===== config.mk =====
export PLATFORM = sky130hd
export DESIGN_NAME = mem_port_arbiter
export DESIGN_NICKNAME = d
export VERILOG_FILES = /design/src/rtl/mem_port_arbiter_pkg.sv /design/src/rtl/mem_port_arbiter_rr_priority_picker.sv /design/src/rtl/mem_port_arbiter.sv
export SDC_FILE = /design/constraint.sdc
export NUM_CORES = 1
export LEC_CHECK = 0
export CAP_MARGIN = 10
export CORE_AREA = 2 2 295 297
export DETAILED_ROUTE_END_ITERATION = 10
export DIE_AREA = 0 0 297 299
export PLACE_DENSITY_LB_ADDON = 0.1
export RECOVER_POWER = 50
export SLEW_MARGIN = 20
export SYNTH_ARGS = -nofsm -noshare
export SYNTH_HDL_FRONTEND = slang
export SYNTH_SLANG_ARGS = --single-unit

===== constraint.sdc =====
create_clock -name i_clock -period 11.1 [get_ports i_clock]
set_input_delay 3.33 -clock i_clock [delete_from_list [all_inputs] [get_ports i_clock]]
set_output_delay 3.33 -clock i_clock [all_outputs]
set_load 0.03 [all_outputs]

===== src/rtl/mem_port_arbiter_pkg.sv =====
// Shared types for the memory port arbiter: FSM states, port index type, round-robin helper.
package mem_port_arbiter_pkg;

  localparam int unsigned MEM_ARB_MAX_PORTS = 8;
  localparam int unsigned MEM_ARB_IDX_W     = $clog2(MEM_ARB_MAX_PORTS);

  typedef logic [MEM_ARB_IDX_W-1:0] port_idx_t;

  typedef enum logic [1:0] {
    StIdle,
    StIssue,
    StWait,
    StResp
  } arb_state_e;

  // Control half of a captured request; address/data widths are per-instance.
  typedef struct packed {
    logic      write;
    port_idx_t grant;
  } cap_ctrl_t;

  function automatic port_idx_t next_port(input port_idx_t cur, input int unsigned num_ports);
    if (32'(cur) + 32'd1 >= num_ports) return '0;
    return cur + 1'b1;
  endfunction

endpackage


===== src/rtl/mem_port_arbiter_rr_priority_picker.sv =====
// Combinational round-robin picker: first set request at or after rr_ptr, wrapping to port 0.
module mem_port_arbiter_rr_priority_picker
  import mem_port_arbiter_pkg::*;
#(
  parameter int unsigned NUM_PORTS = 2
) (
  input  logic [NUM_PORTS-1:0] req,
  input  port_idx_t            rr_ptr,
  output logic [NUM_PORTS-1:0] gnt,
  output port_idx_t            gnt_idx,
  output logic                 any_valid
);

  port_idx_t hi_idx;
  port_idx_t lo_idx;
  logic      hi_found;
  logic      lo_found;

  always_comb begin
    hi_idx   = '0;
    lo_idx   = '0;
    hi_found = 1'b0;
    lo_found = 1'b0;
    for (int unsigned j = 0; j < NUM_PORTS; j++) begin
      if (req[j]) begin
        if (!lo_found) begin
          lo_found = 1'b1;
          lo_idx   = port_idx_t'(j);
        end
        if (!hi_found && j >= 32'(rr_ptr)) begin
          hi_found = 1'b1;
          hi_idx   = port_idx_t'(j);
        end
      end
    end
    any_valid = lo_found;
    // Nothing at/after the pointer means the wrapped search wins.
    gnt_idx   = hi_found ? hi_idx : lo_idx;
    gnt       = '0;
    for (int unsigned j = 0; j < NUM_PORTS; j++) begin
      gnt[j] = any_valid && (32'(gnt_idx) == j);
    end
  end

endmodule


===== src/rtl/mem_port_arbiter.sv =====
// Round-robin arbiter of NUM_PORTS cache-line requesters onto one external memory port.
// Optional watchdog enabled by defining MEM_ARB_TIMEOUT_EN.
module mem_port_arbiter
  import mem_port_arbiter_pkg::*;
#(
  parameter int unsigned NUM_PORTS      = 2,
  parameter int unsigned LINE_WORDS     = 4,
  parameter int unsigned ADDR_WIDTH     = 32,
  parameter int unsigned TIMEOUT_CYCLES = 1024
) (
  input  logic                             i_clock,
  input  logic                             i_reset,
  input  logic [NUM_PORTS-1:0]             i_req,
  input  logic [NUM_PORTS-1:0]             i_write,
  input  logic [NUM_PORTS*ADDR_WIDTH-1:0]  i_addr,
  input  logic [NUM_PORTS*LINE_WORDS*32-1:0] i_wdata,
  output logic [NUM_PORTS-1:0]             o_done,
  output logic [LINE_WORDS*32-1:0]         o_rdata,
  output logic [NUM_PORTS-1:0]             o_error,
  output logic                             o_busy,
  output logic                             o_mem_read,
  output logic                             o_mem_write,
  output logic [ADDR_WIDTH-1:0]            o_mem_addr,
  output logic [LINE_WORDS*32-1:0]         o_mem_wdata,
  input  logic                             i_mem_ready,
  input  logic [LINE_WORDS*32-1:0]         i_mem_rdata
);

  localparam int unsigned LineW = LINE_WORDS * 32;

  typedef struct packed {
    logic [ADDR_WIDTH-1:0] addr;
    logic [LineW-1:0]      wdata;
    logic [NUM_PORTS-1:0]  grant_oh;
    cap_ctrl_t             ctrl;
  } cap_req_t;

  arb_state_e           state_q, state_d;
  port_idx_t            rr_ptr_q, rr_ptr_d;
  cap_req_t             cap_q, cap_d;
  logic [LineW-1:0]     rdata_q, rdata_d;

  logic [NUM_PORTS-1:0]  pick_gnt;
  port_idx_t             pick_idx;
  logic                  pick_any;
  logic [ADDR_WIDTH-1:0] sel_addr;
  logic [LineW-1:0]      sel_wdata;
  logic                  sel_write;
  logic                  in_cmd_state;
  logic                  timeout_hit;

  mem_port_arbiter_rr_priority_picker #(
    .NUM_PORTS (NUM_PORTS)
  ) u_picker (
    .req       (i_req),
    .rr_ptr    (rr_ptr_q),
    .gnt       (pick_gnt),
    .gnt_idx   (pick_idx),
    .any_valid (pick_any)
  );

  always_comb begin
    sel_addr  = '0;
    sel_wdata = '0;
    sel_write = 1'b0;
    for (int unsigned k = 0; k < NUM_PORTS; k++) begin
      if (32'(pick_idx) == k) begin
        sel_addr  = i_addr[k*ADDR_WIDTH +: ADDR_WIDTH];
        sel_wdata = i_wdata[k*LineW +: LineW];
        sel_write = i_write[k];
      end
    end
  end

  assign in_cmd_state = (state_q == StIssue) || (state_q == StWait);

`ifdef MEM_ARB_TIMEOUT_EN
  localparam int unsigned CntW = $clog2(TIMEOUT_CYCLES + 1);

  logic [CntW-1:0] wd_cnt_q, wd_cnt_d;

  // Zero in every non-command state, so each ISSUE entry starts from 0.
  always_comb begin
    wd_cnt_d = '0;
    if (in_cmd_state) wd_cnt_d = wd_cnt_q + 1'b1;
  end

  assign timeout_hit = in_cmd_state && !i_mem_ready && (wd_cnt_q == CntW'(TIMEOUT_CYCLES));

  always_ff @(posedge i_clock or posedge i_reset) begin
    if (i_reset) wd_cnt_q <= '0;
    else         wd_cnt_q <= wd_cnt_d;
  end
`else
  logic unused_timeout;
  assign unused_timeout = ^TIMEOUT_CYCLES;
  assign timeout_hit    = 1'b0;
`endif

  always_comb begin
    state_d  = state_q;
    rr_ptr_d = rr_ptr_q;
    cap_d    = cap_q;
    rdata_d  = rdata_q;
    case (state_q)
      StIdle: begin
        if (pick_any) begin
          cap_d.addr       = sel_addr;
          cap_d.wdata      = sel_wdata;
          cap_d.grant_oh   = pick_gnt;
          cap_d.ctrl.write = sel_write;
          cap_d.ctrl.grant = pick_idx;
          state_d          = StIssue;
        end
      end
      StIssue, StWait: begin
        if (i_mem_ready) begin
          if (!cap_q.ctrl.write) rdata_d = i_mem_rdata;
          state_d = StResp;
        end else if (timeout_hit) begin
          rr_ptr_d = next_port(cap_q.ctrl.grant, NUM_PORTS);
          state_d  = StIdle;
        end else begin
          state_d = StWait;
        end
      end
      StResp: begin
        rr_ptr_d = next_port(cap_q.ctrl.grant, NUM_PORTS);
        state_d  = StIdle;
      end
      default: state_d = StIdle;
    endcase
  end

  always_ff @(posedge i_clock or posedge i_reset) begin
    if (i_reset) begin
      state_q  <= StIdle;
      rr_ptr_q <= '0;
      cap_q    <= '0;
      rdata_q  <= '0;
    end else begin
      state_q  <= state_d;
      rr_ptr_q <= rr_ptr_d;
      cap_q    <= cap_d;
      rdata_q  <= rdata_d;
    end
  end

  assign o_mem_read  = in_cmd_state && !timeout_hit && !cap_q.ctrl.write;
  assign o_mem_write = in_cmd_state && !timeout_hit && cap_q.ctrl.write;
  assign o_mem_addr  = cap_q.addr;
  assign o_mem_wdata = cap_q.wdata;
  assign o_rdata     = rdata_q;
  assign o_busy      = (state_q != StIdle);
  assign o_done      = (state_q == StResp) ? cap_q.grant_oh : '0;
  assign o_error     = timeout_hit ? cap_q.grant_oh : '0;

endmodule

After elaboration in Yosys (flattened, before gate mapping). Cells that the tools add are included.

Reduce and logical (&&, ||, !) cells: 14. Bitwise gates (word level): 1. Div/mod/pow operators: 0. Add/sub/neg operators: 2. Mux-type cells: 25. Shift operators: 0. Equality and inequality tests: 5. Multipliers: 0. Magnitude comparators: 3.

Operators with widths (count): two-way mux 128 bit (2); two-way mux 32 bit (2); two-way mux 3 bit (5); two-way mux 1 bit (13); >= comparator 1 x 3 -> 1 bit (first input constant) (2); case mux 2 bit (3 select lines) (1); logical AND 1 bit (5); adder 3 x 1 -> 4 bit (second input constant) (1); equality test 2 bit (second input constant) (2); >= comparator 4 x 2 -> 1 bit (second input constant) (1); two-way mux 2 bit (2); adder 3 x 1 -> 3 bit (second input constant) (1); equality test 3 x 1 -> 1 bit (second input constant) (1); zero test 3 bit (1); AND reduction 3 bit (1); equality test 2 x 1 -> 1 bit (second input constant) (1); zero test 1 bit (2); zero test 2 bit (1); inequality test 2 bit (second input constant) (1); AND reduction 2 bit (1); nonzero test 2 bit (1); OR reduction 2 bit (1); logical OR 1 bit (1); inverter 1 bit (1).

Memories kept: 0. Logic and storage cells: 58. Bits in read-only memories: 0. Bits in writable memories: 0. Bits in latches: 0. Register bits after elaboration: 299.

Logic depth before layout (Yosys ltp).
Depth after elaboration: 11. Mapped depth: 8.

Cells and area by module. Synthesis repeated with hierarchy kept, for this count alone.

Cell total of the unflattened synthesis: 1026. Area, all modules: 14501.4 µm².

By module, submodules not included: mem_port_arbiter (cells an instance 1017, area an instance 14440.1 µm², times used 1); mem_port_arbiter_rr_priority_picker (cells an instance 9, area an instance 61.3 µm², times used 1).

Least setup slack after synthesis. OpenSTA, ideal clock, no wires.

Path type: register to output. From: register state_q[0]. To: output o_mem_read. Setup slack: 6608 ps. Cell stages (with the launch flop): 4. Buffers on the path: 0. Data arrival time: 1162 ps. Data required time: 7770 ps. Cell sequence: dfrtp_1 > inv_1 > ha_1 > nor2b_1.

Word-level cells in the longest chain between the ends: 3. Elaborated cells on any way between the ends: 4. Those cells by class: eq/ne (2); reduce/logical (2).

Ends and longest elaborated chain: start: declaration (RTL line mem_port_arbiter.sv:38) `arb_state_e state_q, state_d;`; start signal: assignment (RTL line mem_port_arbiter.sv:137) `state_q <= StIdle;`; start signal: assignment (RTL line mem_port_arbiter.sv:142) `state_q <= state_d;`; equality test 2 x 1 -> 1 bit or equality test 2 bit (tied branches) (RTL line mem_port_arbiter.sv:75) `assign in_cmd_state = (state_q == StIssue) || (state_q == StWait);`; logical OR 1 bit (*) (RTL line mem_port_arbiter.sv:75); logical AND 1 bit (*) (RTL line mem_port_arbiter.sv:149) `assign o_mem_read = in_cmd_state && !timeout_hit && !cap_q.ctrl.write;`; end: declaration (RTL line mem_port_arbiter.sv:21) `output logic o_mem_read,`.

Every way passes the cells marked *; elsewhere a longest branch is shown, timed or not.

==> out/summary.txt <==
Complex-gate fraction of the synthesized area -> 18.29%
Gr usage total -> 14.79%
Max VDD drop -> 0.09616 mV
Gr ovfl total -> 0
Layout cells sized above 1 -> 9.566%
Initial antenna violation count -> 12
H-tree depth -> 2
Global-route wire length before repair -> 98.13 mm
Hold_buf cts -> 0
Placed Cells incl. Taps -> 3017
Post-DP HPWL -> 48.23 mm
Final setup violation count -> 0
Fin worst setup slack -> 3.986 ns
Reg area -> 7382 µm²
Post-route ant nets -> 0
Tightest Pin Transition -> 3.619 ns
Startpoint Class -> input port
Largest net degree at the start of global routing -> 121
Synth Area in XOR/XNOR -> 0%
Setup TNS -> 0 ns
Required @ worst endpoint -> 11.65 ns
Synth Instances -> 1379
WS Path Type -> in2async
RSZ-0062 raised after global routing -> no
Arrival time worst endpoint -> 7.67 ns
Number of synthesized register bits -> 295
Num CTS Buffers -> 41
Pwr Density -> 308.0 nW/µm²
Leakage -> 0.009139 µW
DR vias -> 12660
Max Root-Sink Buffers -> 3
Sink Count -> 295
DRT Wirelength -> 68.45 mm
Mean post-synth cell area -> 10.56 µm²
Most frequent cells in the layout -> clkdlybuf4s50_1, dfrtp_1, dlygate4sd3_1, a21oi_1
Synth unique cells -> 25
DRT Pass-1 Iters -> 5
IO Port Bufs -> 747
Total die area -> 88800 µm²
Filler cells -> 9186
Core area -> 85940 µm²
Multi-input combinational cell area -> 5192 µm²
Clock root buffer -> clkbuf_16
Die H -> 299 µm
# rows -> 108
Gates resized, CTS repair -> 0
Failing checks -> max-capacitance violations, max-slew violations
Period minus WS final -> 7.114 ns
Drc violations -> 0
CP Capture Type -> async pin
Ports -> 750
Routed vias/inst -> 4.088
Mux contribution to synthesized area -> 13.21%
Cell accounting for the most synthesized area -> dfrtp_1
Warnings, synthesis -> 0
Ranking of synthesized cells by area -> dfrtp_1, mux2_4, buf_4
Vias in the first global route -> 13250
Hold WC Path Type -> reg2reg
CP Max Fanout -> 62
Synth top area share -> 50.68%
Post-synthesis sequential area ratio -> 50.68%
Most common cell after layout, fill and taps aside -> clkdlybuf4s50_1
Adder-Cell Fraction of Synth Area -> 0.1718%
Worst slack at placement -> 4.648 ns
Layout area overhead -> 57.95%
WL/cell -> 22.10 µm
Drt initial violations -> 637
CTS tree -> built
Max-slew violations -> 171
Period utilization -> 64.09%
Initial Util -> 16.95%
# Post-CTS Setup Buffers -> 0
Die X -> 297 µm
Max cap viols -> 4
Post-synthesis cell area -> 14570 µm²
Final Core Density -> 26.77%
Peak Freq -> 140.6 MHz
Final clock skew -> 0.01178 ns
Clk pin slew, worst setup/hold paths -> 0.05 ns
Simple-Gate Fraction of Synth Area -> 4.544%
Clock latency on the worst-skew pair -> 0.56 ns
Final hold violations -> 0
Run status -> complete, but fails checks
Worst slew margin -> -141.3%
Finished Layout Cells -> 3097
Main combinational cell family by area after synthesis -> compound AO/OA/AOI/OAI gates
Final nets -> 2362
Final GP Congestion -> 0.7923
==> cell type report <==
class	instances	area share [%]
Timing Repair Buffer	765	33.26
Sequential cell	295	32.09
Multi-Input combinational cell	796	22.57
Tap cell	1155	6.282
Clock buffer	66	5.444
Clock inverter	6	0.1468
Inverter	6	0.1251
Antenna cell	8	0.08702
==> cell usage after synthesis <==
cell type,count
nand2_1,1
inv_1,5
buf_4,175
clkbuf_1,48
a22o_1,2
buf_2,40
a31oi_1,161
mux2_4,120
inv_2,1
o21ai_0,163
nor2b_1,2
buf_1,5
ha_1,2
and2_1,3
nand2b_1,1
or3_1,1
mux2i_1,1
conb_1,1
or2_1,1
nor2_1,162
mux2_2,10
buf_6,15
a21oi_1,163
o21a_1,1
dfrtp_1,295
==> path summary, 6_finish.rpt <==
path                                          endpoint  depth (start not counted)  slack (ns)              startpoint
max                               cap_q[4]$_DFFE_PP0P_                          4        3.99                 i_reset
min                            rr_ptr_q[0]$_DFFE_PP0N_                          1        0.46    cap_q[0]$_DFFE_PP0P_
max reg2reg                    o_rdata[50]$_DFFE_PP0P_                          6        6.88  state_q[0]$_DFFE_PP0P_
min reg2reg                    rr_ptr_q[0]$_DFFE_PP0N_                          1        0.46    cap_q[0]$_DFFE_PP0P_
max in group i_clock           o_rdata[50]$_DFFE_PP0P_                          5        4.41             i_mem_ready
min in group asynchronous  o_mem_wdata[12]$_DFFE_PP0P_                          3        4.56                 i_reset
==> sequential cells by signal, indices dropped and copies added, names as in the netlist <==
register     cells
o_rdata        128
o_mem_wdata    128
cap_q            4
o_mem_addr      32
state_q          2
rr_ptr_q         1
==> report_power, final <==
| group | switching (µW) | internal [µW] |
|---|---|---|
| clock network | 533 | 767 |
| logic | 2280 | 1580 |
| registers | 299 | 1630 |
==> worst max-delay path, cell delays in order <==
cell and delay, ns:
dlygate4sd3_1 0.57, clkinvlp_4 0.08, clkbuf_1 2.52, buf_4 1.02
==> layer usage <==
metal  vias to the layer above  track usage [%]  part of all wire, %
li1                       5768                -                    -
met1                      6337            16.45                   38
met2                       472            26.95                   53
met3                        77            4.631                  7.3
met4                         8            4.233                  2.2
met5                         -                0                0.077
==> metrics by stage <==
stage               hold WS [ns]  power (µW)  area (µm²)
floorplan                 0.4268        4691       14570
global placement          0.4585        6032       21810
detailed placement        0.4513        6038       21830
CTS                       0.4634        7420       23120
global route              0.4931        7481       23010
finish                    0.4630        7085       23010
==> kinds of logic after synthesis <==
| group | Yosys count |
|---|---|
| compound gates | 490 |
| fa+ha+maj | 2 |
| buf+inv | 289 |
| flops | 295 |
| mux | 131 |
| other cells | 1 |
| simple gates | 171 |
No activity file was read; power rests on OpenSTA's default activity.
